`src/rtl/quad_enc_pkg.sv`:
```
// Shared definitions for the quadrature encoder peripheral: register map, CTRL/STATUS bits, step decode.
// Optional glitch filter is enabled by defining QENC_GLITCH_FILTER_EN (see quad_enc_filter).
package quad_enc_pkg;

  localparam logic [1:0] ADDR_POSITION = 2'd0;
  localparam logic [1:0] ADDR_VELOCITY = 2'd1;
  localparam logic [1:0] ADDR_CTRL     = 2'd2;
  localparam logic [1:0] ADDR_STATUS   = 2'd3;

  localparam int CTRL_EN  = 0;
  localparam int CTRL_IE  = 1;
  localparam int CTRL_CLR = 2;

  localparam int STAT_ERR = 0;
  localparam int STAT_DIR = 1;
  localparam int STAT_VV  = 2;

  typedef enum logic [1:0] {STEP_NONE, STEP_FWD, STEP_REV, STEP_ERR} step_t;

  // AB = {B,A}; Gray 00->01->11->10 maps to phase 0..3, so a step is a +/-1 phase difference mod 4
  function automatic step_t decode_step(input logic [1:0] prev_ab, input logic [1:0] cur_ab);
    logic [1:0] p;
    logic [1:0] c;
    p = {prev_ab[1], ^prev_ab};
    c = {cur_ab[1], ^cur_ab};
    if (c == p)                decode_step = STEP_NONE;
    else if (c == p + 2'd1)    decode_step = STEP_FWD;
    else if (c == p - 2'd1)    decode_step = STEP_REV;
    else                       decode_step = STEP_ERR;
  endfunction

endpackage

```
`src/rtl/quad_encoder_decoder_if.sv`:
```
// Avalon-MM slave bus of the quadrature encoder peripheral.
interface quad_encoder_decoder_if;

  logic [1:0]  avs_address;
  logic        avs_read;
  logic        avs_write;
  logic [31:0] avs_writedata;
  logic [31:0] avs_readdata;

  modport master (output avs_address, avs_read, avs_write, avs_writedata, input avs_readdata);
  modport slave  (input avs_address, avs_read, avs_write, avs_writedata, output avs_readdata);

endinterface

```
`src/rtl/quad_enc_filter.sv`:
```
// 2-FF synchroniser for the A/B pins plus an optional per-channel glitch filter.
// Define QENC_GLITCH_FILTER_EN to require FILT_LEN stable cycles before a level is accepted.
module quad_enc_filter #(
  parameter int FILT_LEN = 4
) (
  input  logic       clk,
  input  logic       rst_n,
  input  logic [1:0] pin_in,
  output logic [1:0] ab_out,
  output logic       ab_valid
);

  if (FILT_LEN < 1) begin : g_param_check
    $error("quad_enc_filter: FILT_LEN must be >= 1");
  end

`ifdef QENC_GLITCH_FILTER_EN
  localparam int VLD_W = 3;
`else
  localparam int VLD_W = 2;
`endif

  logic [1:0]       sync1_q;
  logic [1:0]       sync2_q;
  logic [VLD_W-1:0] vld_q;

  // vld_q marks when the pipeline holds real pin samples rather than reset zeros
  always_ff @(posedge clk or negedge rst_n) begin
    if (!rst_n) begin
      sync1_q <= '0;
      sync2_q <= '0;
      vld_q   <= '0;
    end else begin
      sync1_q <= pin_in;
      sync2_q <= sync1_q;
      vld_q   <= {vld_q[VLD_W-2:0], 1'b1};
    end
  end

`ifdef QENC_GLITCH_FILTER_EN
  localparam int CNT_W = (FILT_LEN > 1) ? $clog2(FILT_LEN) : 1;
  localparam logic [CNT_W-1:0] CNT_LAST = CNT_W'(FILT_LEN - 1);

  logic [1:0]            filt_q, filt_d;
  logic [1:0][CNT_W-1:0] cnt_q, cnt_d;

  // Until primed the filter simply adopts the synchronised level so start-up never looks like a step
  always_comb begin
    filt_d = filt_q;
    cnt_d  = cnt_q;
    for (int i = 0; i < 2; i++) begin
      if (!vld_q[VLD_W-1]) begin
        filt_d[i] = sync2_q[i];
        cnt_d[i]  = '0;
      end else if (sync2_q[i] == filt_q[i]) begin
        cnt_d[i] = '0;
      end else if (cnt_q[i] == CNT_LAST) begin
        filt_d[i] = sync2_q[i];
        cnt_d[i]  = '0;
      end else begin
        cnt_d[i] = cnt_q[i] + 1'b1;
      end
    end
  end

  always_ff @(posedge clk or negedge rst_n) begin
    if (!rst_n) begin
      filt_q <= '0;
      cnt_q  <= '0;
    end else begin
      filt_q <= filt_d;
      cnt_q  <= cnt_d;
    end
  end

  assign ab_out   = filt_q;
  assign ab_valid = vld_q[VLD_W-1];
`else
  assign ab_out   = sync2_q;
  assign ab_valid = vld_q[VLD_W-1];
`endif

endmodule

```
`src/rtl/quad_encoder_decoder.sv`:
```
// Avalon-MM quadrature decoder: 4x position count, windowed velocity, CTRL/STATUS registers, irq.
// Glitch filtering in front of the decoder is selected with QENC_GLITCH_FILTER_EN.
module quad_encoder_decoder
  import quad_enc_pkg::*;
#(
  parameter int VEL_WINDOW = 50000,
  parameter int FILT_LEN   = 4
) (
  input  logic                         clk_clk,
  input  logic                         reset_reset_n,
  input  logic [1:0]                   encoder_in,
  quad_encoder_decoder_if.slave        avs,
  output logic                         irq
);

  if (VEL_WINDOW < 2) begin : g_param_check
    $error("quad_encoder_decoder: VEL_WINDOW must be >= 2");
  end

  localparam int WIN_W = $clog2(VEL_WINDOW);
  localparam logic [WIN_W-1:0] WIN_LAST = WIN_W'(VEL_WINDOW - 1);

  logic [1:0] ab;
  logic       ab_valid;

  quad_enc_filter #(.FILT_LEN(FILT_LEN)) u_filter (
    .clk      (clk_clk),
    .rst_n    (reset_reset_n),
    .pin_in   (encoder_in),
    .ab_out   (ab),
    .ab_valid (ab_valid)
  );

  logic [1:0]       prev_ab_q, prev_ab_d;
  logic             prev_vld_q, prev_vld_d;
  logic [31:0]      position_q, position_d;
  logic [31:0]      delta_q, delta_d;
  logic [31:0]      velocity_q, velocity_d;
  logic [31:0]      readdata_q, readdata_d;
  logic [WIN_W-1:0] win_cnt_q, win_cnt_d;
  logic             en_q, en_d, ie_q, ie_d;
  logic             err_q, err_d, dir_q, dir_d, vv_q, vv_d, irq_q, irq_d;

  step_t       step;
  logic        wr_pos, wr_ctrl, wr_stat, rd_vel, clr, step_fwd, step_rev, terminal;
  logic [31:0] step_val;

  // Register writes (preset/CLR) take priority over a same-cycle step; VV set beats its clear
  always_comb begin
    prev_ab_d  = ab;
    prev_vld_d = ab_valid;
    step       = prev_vld_q ? decode_step(prev_ab_q, ab) : STEP_NONE;

    wr_pos   = avs.avs_write && (avs.avs_address == ADDR_POSITION);
    wr_ctrl  = avs.avs_write && (avs.avs_address == ADDR_CTRL);
    wr_stat  = avs.avs_write && (avs.avs_address == ADDR_STATUS);
    rd_vel   = avs.avs_read  && (avs.avs_address == ADDR_VELOCITY);
    clr      = wr_ctrl && avs.avs_writedata[CTRL_CLR];
    step_fwd = en_q && (step == STEP_FWD) && !clr && !wr_pos;
    step_rev = en_q && (step == STEP_REV) && !clr && !wr_pos;
    step_val = step_fwd ? 32'd1 : (step_rev ? 32'hFFFF_FFFF : 32'd0);
    terminal = (win_cnt_q == WIN_LAST);

    position_d = position_q + step_val;
    delta_d    = delta_q + step_val;
    velocity_d = velocity_q;
    win_cnt_d  = win_cnt_q + 1'b1;
    if (terminal) begin
      velocity_d = delta_q + step_val;
      delta_d    = '0;
      win_cnt_d  = '0;
    end
    if (wr_pos) position_d = avs.avs_writedata;
    if (clr) begin
      position_d = '0;
      delta_d    = '0;
      win_cnt_d  = '0;
    end

    en_d = en_q;
    ie_d = ie_q;
    if (wr_ctrl) begin
      en_d = avs.avs_writedata[CTRL_EN];
      ie_d = avs.avs_writedata[CTRL_IE];
    end

    dir_d = step_fwd ? 1'b1 : (step_rev ? 1'b0 : dir_q);
    err_d = err_q;
    vv_d  = vv_q;
    if (wr_stat && avs.avs_writedata[STAT_ERR]) err_d = 1'b0;
    if (en_q && (step == STEP_ERR))             err_d = 1'b1;
    if (rd_vel || (wr_stat && avs.avs_writedata[STAT_VV])) vv_d = 1'b0;
    if (terminal)                               vv_d = 1'b1;
    irq_d = vv_d && ie_d;

    readdata_d = readdata_q;
    if (avs.avs_read) begin
      case (avs.avs_address)
        ADDR_POSITION: readdata_d = position_q;
        ADDR_VELOCITY: readdata_d = velocity_q;
        ADDR_CTRL:     readdata_d = {29'd0, 1'b0, ie_q, en_q};
        default:       readdata_d = {29'd0, vv_q, dir_q, err_q};
      endcase
    end
  end

  always_ff @(posedge clk_clk or negedge reset_reset_n) begin
    if (!reset_reset_n) begin
      prev_ab_q  <= '0;
      prev_vld_q <= 1'b0;
      position_q <= '0;
      delta_q    <= '0;
      velocity_q <= '0;
      readdata_q <= '0;
      win_cnt_q  <= '0;
      en_q       <= 1'b0;
      ie_q       <= 1'b0;
      err_q      <= 1'b0;
      dir_q      <= 1'b0;
      vv_q       <= 1'b0;
      irq_q      <= 1'b0;
    end else begin
      prev_ab_q  <= prev_ab_d;
      prev_vld_q <= prev_vld_d;
      position_q <= position_d;
      delta_q    <= delta_d;
      velocity_q <= velocity_d;
      readdata_q <= readdata_d;
      win_cnt_q  <= win_cnt_d;
      en_q       <= en_d;
      ie_q       <= ie_d;
      err_q      <= err_d;
      dir_q      <= dir_d;
      vv_q       <= vv_d;
      irq_q      <= irq_d;
    end
  end

  assign avs.avs_readdata = readdata_q;
  assign irq              = irq_q;

endmodule
```
`src/flat_wrapper.sv`:
```
// flat-port wrapper written by rule: the top's interface ports become plain ports
module quad_encoder_decoder_flat import quad_enc_pkg::*;
#(
  parameter int VEL_WINDOW = 50000,
  parameter int FILT_LEN   = 4
)
  (clk_clk, reset_reset_n, encoder_in, irq, avs_avs_address, avs_avs_read, avs_avs_write, avs_avs_writedata, avs_avs_readdata);
  quad_encoder_decoder_if avs_i ();
  input  logic clk_clk;
  input  logic reset_reset_n;
  input  logic [1:0] encoder_in;
  output logic irq;
  input wire logic [$bits(avs_i.avs_address)-1:0] avs_avs_address;
  input wire logic [$bits(avs_i.avs_read)-1:0] avs_avs_read;
  input wire logic [$bits(avs_i.avs_write)-1:0] avs_avs_write;
  input wire logic [$bits(avs_i.avs_writedata)-1:0] avs_avs_writedata;
  output wire logic [$bits(avs_i.avs_readdata)-1:0] avs_avs_readdata;
  assign avs_i.avs_address = avs_avs_address;
  assign avs_i.avs_read = avs_avs_read;
  assign avs_i.avs_write = avs_avs_write;
  assign avs_i.avs_writedata = avs_avs_writedata;
  assign avs_avs_readdata = avs_i.avs_readdata;
  quad_encoder_decoder #(.VEL_WINDOW(VEL_WINDOW), .FILT_LEN(FILT_LEN)) u_core (.clk_clk(clk_clk), .reset_reset_n(reset_reset_n), .encoder_in(encoder_in), .avs(avs_i), .irq(irq));
endmodule
```
`config.mk`:
```
export PLATFORM = sky130hd
export DESIGN_NAME = quad_encoder_decoder_flat
export DESIGN_NICKNAME = d
export VERILOG_FILES = /design/src/rtl/quad_enc_pkg.sv /design/src/rtl/quad_encoder_decoder_if.sv /design/src/rtl/quad_enc_filter.sv /design/src/rtl/quad_encoder_decoder.sv /design/src/flat_wrapper.sv
export SDC_FILE = /design/constraint.sdc
export NUM_CORES = 1
export LEC_CHECK = 0
export ABC_AREA = 0
export BUFFER_PORTS_ARGS = -buffer_cell sky130_fd_sc_hd__clkbuf_2
export CAP_MARGIN = 30
export CORE_ASPECT_RATIO = 1.5
export CORE_MARGIN = 4
export CORE_UTILIZATION = 29
export CTS_CLUSTER_DIAMETER = 30
export DETAILED_ROUTE_END_ITERATION = 12
export GPL_ROUTABILITY_DRIVEN = 0
export PLACE_DENSITY = 0.46
export SYNTH_ARGS = -nofsm -noshare
export SYNTH_HDL_FRONTEND = slang
export SYNTH_SLANG_ARGS = --single-unit
```
`constraint.sdc`:
```
create_clock -name clk_clk -period 7.6 [get_ports clk_clk]
set_input_delay 0.76 -clock clk_clk [delete_from_list [all_inputs] [get_ports clk_clk]]
set_output_delay 0.76 -clock clk_clk [all_outputs]
set_load 0.03 [all_outputs]
```
Word-level counts from Yosys, hierarchy flattened
Cells that the tools add are included.
{"block": "totals", "inputBits": 40, "output_inout_bits": 33, "register_bits": 159, "wordCells": 74}
{"block": "op_classes", "muxes": 20, "n_addsub": 5, "eq_ne": 10, "reduce_logical": 23}
{"cell": "$mux W32", "n": 6}
{"cell": "$pmux W32 S3", "n": 1}
{"cell": "$add A32 B32 Y32", "n": 2}
{"cell": "$mux W16", "n": 2}
{"cell": "$add A16 B1 Y16 const B", "n": 1}
{"cell": "$eq A16 B16 Y1 const B", "n": 1}
{"cell": "$logic_and A1 B1 Y1", "n": 15}
{"cell": "$eq A2 B2 Y1 const B", "n": 4}
{"cell": "$mux W1", "n": 8}
{"cell": "$eq A2 B2 Y1", "n": 3}
{"cell": "$mux W2", "n": 3}
{"cell": "$eq A2 B1 Y1 const B", "n": 2}
{"cell": "$reduce_bool A2 Y1", "n": 2}
{"cell": "$reduce_xor A2 Y1", "n": 2}
{"cell": "$add A2 B1 Y2 const B", "n": 1}
{"cell": "$logic_not A1 Y1", "n": 2}
{"cell": "$logic_not A2 Y1", "n": 1}
{"cell": "$sub A2 B1 Y2 const B", "n": 1}
{"cell": "$logic_or A1 B1 Y1", "n": 1}

Longest topological paths before layout
{"block": "logic_depth", "ltp_word": 16, "mapped_depth": 17, "depth_no_buf": 15}

Cells and area by module
From an unflattened synthesis, not the netlist that was laid out.
{"block": "hier_totals", "hier_cells": 966, "area_unflattened_um2": 9117.5}
{"mod": "quad_encoder_decoder", "cells_per_inst": 959, "area_each_um2": 8963.6, "seq_area_each_um2": 3828.7, "instances": 1}
{"mod": "quad_enc_filter", "cells_per_inst": 7, "area_each_um2": 153.9, "seq_area_each_um2": 150.1, "instances": 1}

Worst setup path before layout
OpenSTA, ideal clock, no wires.
{"block": "synth_timing", "path_kind": "input port to flip-flop", "from": "input avs_avs_address[1]", "to": "register u_core.position_q[29]", "setup_slack_ns": 2.448, "required_ns": 7.478, "setup_ns": 0.122, "path_buffers": 2, "stages": 17, "arrival_ns": 5.031, "cell_sequence": "buf_2 -> nand4b_1 -> nand2_1 -> nor3_4 -> nand2_2 -> inv_1 -> ha_1 -> buf_6 -> a221o_1 -> and3_4 -> or2_0 -> a32o_1 -> nor2_4 -> o21ai_2 -> a21o_1 -> a211o_1 -> a32o_1"}
{"block": "synth_between", "elab_chain_cells": 11, "word_cells_on_any_way": 16, "classes_between": "add/sub: 1; eq/ne: 1; mux: 4; reduce/logical: 10"}
{"item": "from (decl)", "line_no": "flat_wrapper.sv:13", "source": "input wire logic [$bits(avs_i.avs_address)-1:0] avs_avs_address;"}
{"item": "$eq A2 B2 Y1", "line_no": "quad_encoder_decoder.sv:55", "source": "wr_ctrl = avs.avs_write && (avs.avs_address == ADDR_CTRL);"}
{"item": "$logic_and A1 B1 Y1", "line_no": "quad_encoder_decoder.sv:55"}
{"item": "$logic_and A1 B1 Y1", "line_no": "quad_encoder_decoder.sv:58", "source": "clr = wr_ctrl && avs.avs_writedata[CTRL_CLR];"}
{"item": "$logic_not A1 Y1", "line_no": "quad_encoder_decoder.sv:59, quad_encoder_decoder.sv:60"}
{"item": "$logic_and A1 B1 Y1 (2 in a row)", "line_no": "quad_encoder_decoder.sv:60", "source": "step_rev = en_q && (step == STEP_REV) && !clr && !wr_pos;"}
{"item": "$mux W32 (2 in a row)", "line_no": "quad_encoder_decoder.sv:61", "source": "step_val = step_fwd ? 32'd1 : (step_rev ? 32'hFFFF_FFFF : 32'd0);"}
{"item": "$add A32 B32 Y32", "line_no": "quad_encoder_decoder.sv:64", "source": "position_d = position_q + step_val;"}
{"item": "$mux W32", "line_no": "quad_encoder_decoder.sv:73", "source": "if (wr_pos) position_d = avs.avs_writedata;"}
{"item": "$mux W32 *", "line_no": "quad_encoder_decoder.sv:74", "source": "if (clr) begin"}
{"item": "net u_core.position_d[29]", "line_no": "quad_encoder_decoder.sv:36", "source": "logic [31:0] position_q, position_d;"}
{"item": "to (signal assigned)", "line_no": "quad_encoder_decoder.sv:125", "source": "position_q <= position_d;"}
{"item": "to (decl)", "line_no": "quad_encoder_decoder.sv:36"}
The timed path passes the listed nets; every way through them passes the cells marked *.
A chain may end at the register's enable or synchronous reset.

Final worst setup path
{"block": "layout_timing", "from": "input avs_avs_address[0]", "to": "register u_core.velocity_q[31]"}
{"block": "layout_between", "elab_chain_cells": 9, "word_cells_on_any_way": 14, "classes_between": "add/sub: 1; eq/ne: 1; mux: 2; reduce/logical: 10"}
{"item": "$eq A2 B2 Y1", "line_no": "quad_encoder_decoder.sv:55"}
{"item": "$logic_and A1 B1 Y1", "line_no": "quad_encoder_decoder.sv:55"}
{"item": "$logic_and A1 B1 Y1", "line_no": "quad_encoder_decoder.sv:58"}
{"item": "$logic_not A1 Y1", "line_no": "quad_encoder_decoder.sv:59, quad_encoder_decoder.sv:60"}
{"item": "$logic_and A1 B1 Y1 (2 in a row)", "line_no": "quad_encoder_decoder.sv:60"}
{"item": "$mux W32", "line_no": "quad_encoder_decoder.sv:61"}
{"item": "$mux W32 *", "line_no": "quad_encoder_decoder.sv:61"}
{"item": "$add A32 B32 Y32 *", "line_no": "quad_encoder_decoder.sv:69", "source": "velocity_d = delta_q + step_val;"}
{"item": "to (signal assigned)", "line_no": "quad_encoder_decoder.sv:127", "source": "velocity_q <= velocity_d;"}
{"item": "to (decl)", "line_no": "quad_encoder_decoder.sv:38", "source": "logic [31:0] velocity_q, velocity_d;"}
Mark *: on every way between the ends. The rest lies on a longest branch, timed or not.

==> flow_summary.toml <==
[run_status]
status = "finished clean"

[clocking]
cts-root-buf = "clkbuf_16"
postCtsSetupBuffers = 0
hold_buffers = 0
numCtsBuffers = 17
post_cts_resized = 0
htreeDepth = 4
cts_tree = "built"
cts.sinks = 159
cts.clk_slew.worst_paths_ns = 0.06
clock_path_buffers = 2
clkLatencyLatePin_ns = 0.44

[global_route]
grt_start_max_net_pins = 85
first_global_vias = 7586
grt_pass1_wl_mm = 41.2
grt_overflow = 0
antenna_found_initial = 0
track_usage = 0.151

[floorplanning]
coreArea_um2 = 31100
die_w_um = 153
num_rows = 79
ios = 73
die_h_um = 226
die-area_um2 = 34600
start_util = 0.295

[route]
drtAntennaViolNets = 0
wl_mm = 25.2
firstDrtPassIters = 4
wire_per_inst_um = 17.3
drtIter0Drc = 310
viasPerCell = 4.96
vias = 7218
drc = 0

[worst_hold_path]
min_to = "u_core.prev_vld_q"
hold_path.class = "reg -> reg"
min_path_cells = 0
min_from = "u_core.u_filter.vld_q[1]"

[worst_setup_path]
cp-end-kind = "flip-flop"
cp_data_required_time_ns = 7.90
cp-start-kind = "primary input"
reg2regPathDepth = 16
crit_type = "in -> reg"
arrival_ns = 5.75
crit_fanout = 42
r2r_slack_ns = 2.68
crit-reg2reg-launch = "u_core.u_filter.ab_out[1]"
r2r_end = "u_core.velocity_q[31]"

[logic_synthesis]
synth.top_cell.area_share = 0.434
syn-mean-instance-area_um2 = 9.40
yosysMostFrequentCell = "dfrtp_1"
synth_common_cells = "dfrtp_1 (159), nand2_1 (106), nor2_1 (94)"
synth_edf_count = 0
syn-instance-count = 976
syn_area_um2 = 9180
synth_fp_nets = 1081
yosysSeqAreaShare = 0.434
synthFlopType = "dfrtp_1"
synthArstFlopShare = 1.00
synth_cell_types = 64
ys_ff_latch = 159
yosys_warnings = 0
synth_top_area_cell = "dfrtp_1"
yosys-top-cells-area = "dfrtp_1 (43%), ha_1 (8.6%), nand2_1 (4.3%), nor2_1 (3.8%), a21oi_1 (3.8%)"

[timing]
slew_violations = 0
max_freq_ghz = 0.183
fin_skew_ns = 0.00963
fin_crit_ns = 5.45
slew_headroom = 0.377
hold_viol = 0
rsz0062_at_grt = "no"
setup_slack_ns = 2.15
finalSetupTns_ns = 0
tightest_slew_ns = 0.932
period_share = 0.717
setup_viol = 0

[layout]
fin_nets = 1143
layout-drive-gt1-share = 0.131
antenna_cells = 0
area.growth.synth_to_final_pct = 15.2
fin_area_um2 = 10600

[power_and_ir_drop]
irDropWorstVdd_v = 0.000139
power_leakage_nw = 5.16
power_density_nw_per_um2 = 304
totalPowerFinal_w = 0.00321

[placement]
io_buffers = 72
dp.final_hpwl_mm = 18.4
pre_cts_ws_ns = 1.65
placed_cell_area_um2 = 10000

[flow_run]
max_cap_violations = 0
-- sequential cells by signal (all words and copies together) (netlist names), 2 cells and up --
signal / count
u_core.u_filter.ab_out: 2
u_core.prev_ab_q: 2
u_core.delta_q: 32
u_core.velocity_q: 32
u_core.win_cnt_q: 16
u_core.avs.avs_readdata: 32
u_core.u_filter.sync1_q: 2
u_core.position_q: 32
u_core.u_filter.vld_q: 2
-- critical path, cell delays in order --
cell and delay [ns]:
clkbuf_2 0.28, or3b_1 0.16, buf_4 0.32, nand2_1 0.28, nor3_4 0.32, nand2_2 0.14, inv_2 0.71, buf_4 0.42
ha_1 0.37, a211oi_1 0.25, o21ai_0 0.12, o21ai_0 0.17, o31ai_1 0.17, o41ai_2 0.56, o211ai_1 0.15, a31oi_1 0.25
xnor2_1 0.18, o21ai_1 0.09
-- cell usage in the layout (no fill, tap or decap), types with 4 or more instances in the layout --
master | Yosys | final
clkbuf_16 | 0 | 17
mux2_2 | 6 | 6
xor2_1 | 31 | 31
a41oi_1 | 4 | 4
a31oi_1 | 6 | 6
nor3_1 | 10 | 10
and3_1 | 12 | 12
xnor2_1 | 39 | 39
nand2_1 | 106 | 106
dfrtp_1 | 159 | 159
o21a_1 | 7 | 7
clkinv_2 | 0 | 4
o21bai_1 | 12 | 12
ha_1 | 63 | 63
o21ai_0 | 63 | 63
a21o_1 | 25 | 25
nand3_1 | 18 | 18
buf_4 | 0 | 9
mux2i_1 | 30 | 30
o31ai_1 | 4 | 4
inv_1 | 47 | 46
o211ai_1 | 5 | 5
clkbuf_2 | 0 | 71
nor2_1 | 94 | 93
o22ai_1 | 29 | 29
a21oi_1 | 69 | 69
a211oi_1 | 18 | 18
and2_1 | 6 | 6
o21ai_1 | 7 | 7
nand4_1 | 10 | 10
a211o_1 | 4 | 4
-- power breakdown --
group | internal, W | total (W) | switching (W)
Clock | 0.000484 | 0.000846 | 0.000362
Combinational | 0.000460 | 0.00117 | 0.000710
Sequential | 0.00106 | 0.00120 | 0.000136
-- cells by family after synthesis --
logic type,after synthesis,share of synthesized area
AO/OA/AOI/OAI,274,0.188
XOR/XNOR,71,0.0686
adder cells (fa/ha/maj),65,0.0903
buffers and inverters,87,0.0365
flip-flops,159,0.434
multiplexers,38,0.0450
other,1,0.000409
AND/OR/NAND/NOR,281,0.137
-- how the worst max path moves through the flow --
stage | startpoint | to | cells past startpoint | slack (ns)
2_1_floorplan | avs_avs_address[1] | u_core.position_q[29] | 17 | 2.45
3_3_place_gp | avs_avs_address[0] | u_core.velocity_q[29] | 18 | 1.74
3_5_place_dp | avs_avs_address[0] | u_core.velocity_q[31] | 18 | 1.65
4_1_cts | avs_avs_address[0] | u_core.velocity_q[31] | 18 | 2.11
5_1_grt | avs_avs_address[0] | u_core.velocity_q[29] | 18 | 1.71
6_report | avs_avs_address[0] | u_core.velocity_q[31] | 18 | 2.15
-- metrics by stage --
step / utilization / hold WS, ns / std cells
after floorplan: - / 0.331 / 976
after global placement: 0.320 / 0.332 / 1422
after detailed placement: 0.321 / 0.335 / 1424
after CTS: 0.339 / 0.350 / 1456
after global routing: 0.339 / 0.356 / 1456
final: 0.339 / 0.345 / 1456
-- layer usage --
| metal | GRT usage | routed length [um] | up-vias | part of all wire |
|---|---|---|---|---|
| met1 | 0.181 | 10800 | 3475 | 0.43 |
| li1 | - | - | 3594 | - |
| met3 | 0.0316 | 875 | 33 | 0.035 |
| met5 | 0 | 0 | - | 0 |
| met2 | 0.266 | 12900 | 116 | 0.51 |
| met4 | 0.0544 | 647 | 0 | 0.026 |
-- layout make-up --
cell class                      count  area (um2)
Sequential cell                   159        3980
Multi-Input combinational cell    730        4870
Clock buffer                       19         433
Fill cell                        3223       20600
Inverter                           47         176
Tap cell                          405         507
Timing Repair Buffer               83         465
Clock inverter                     13         139
Power figures use the tool's default switching activity.
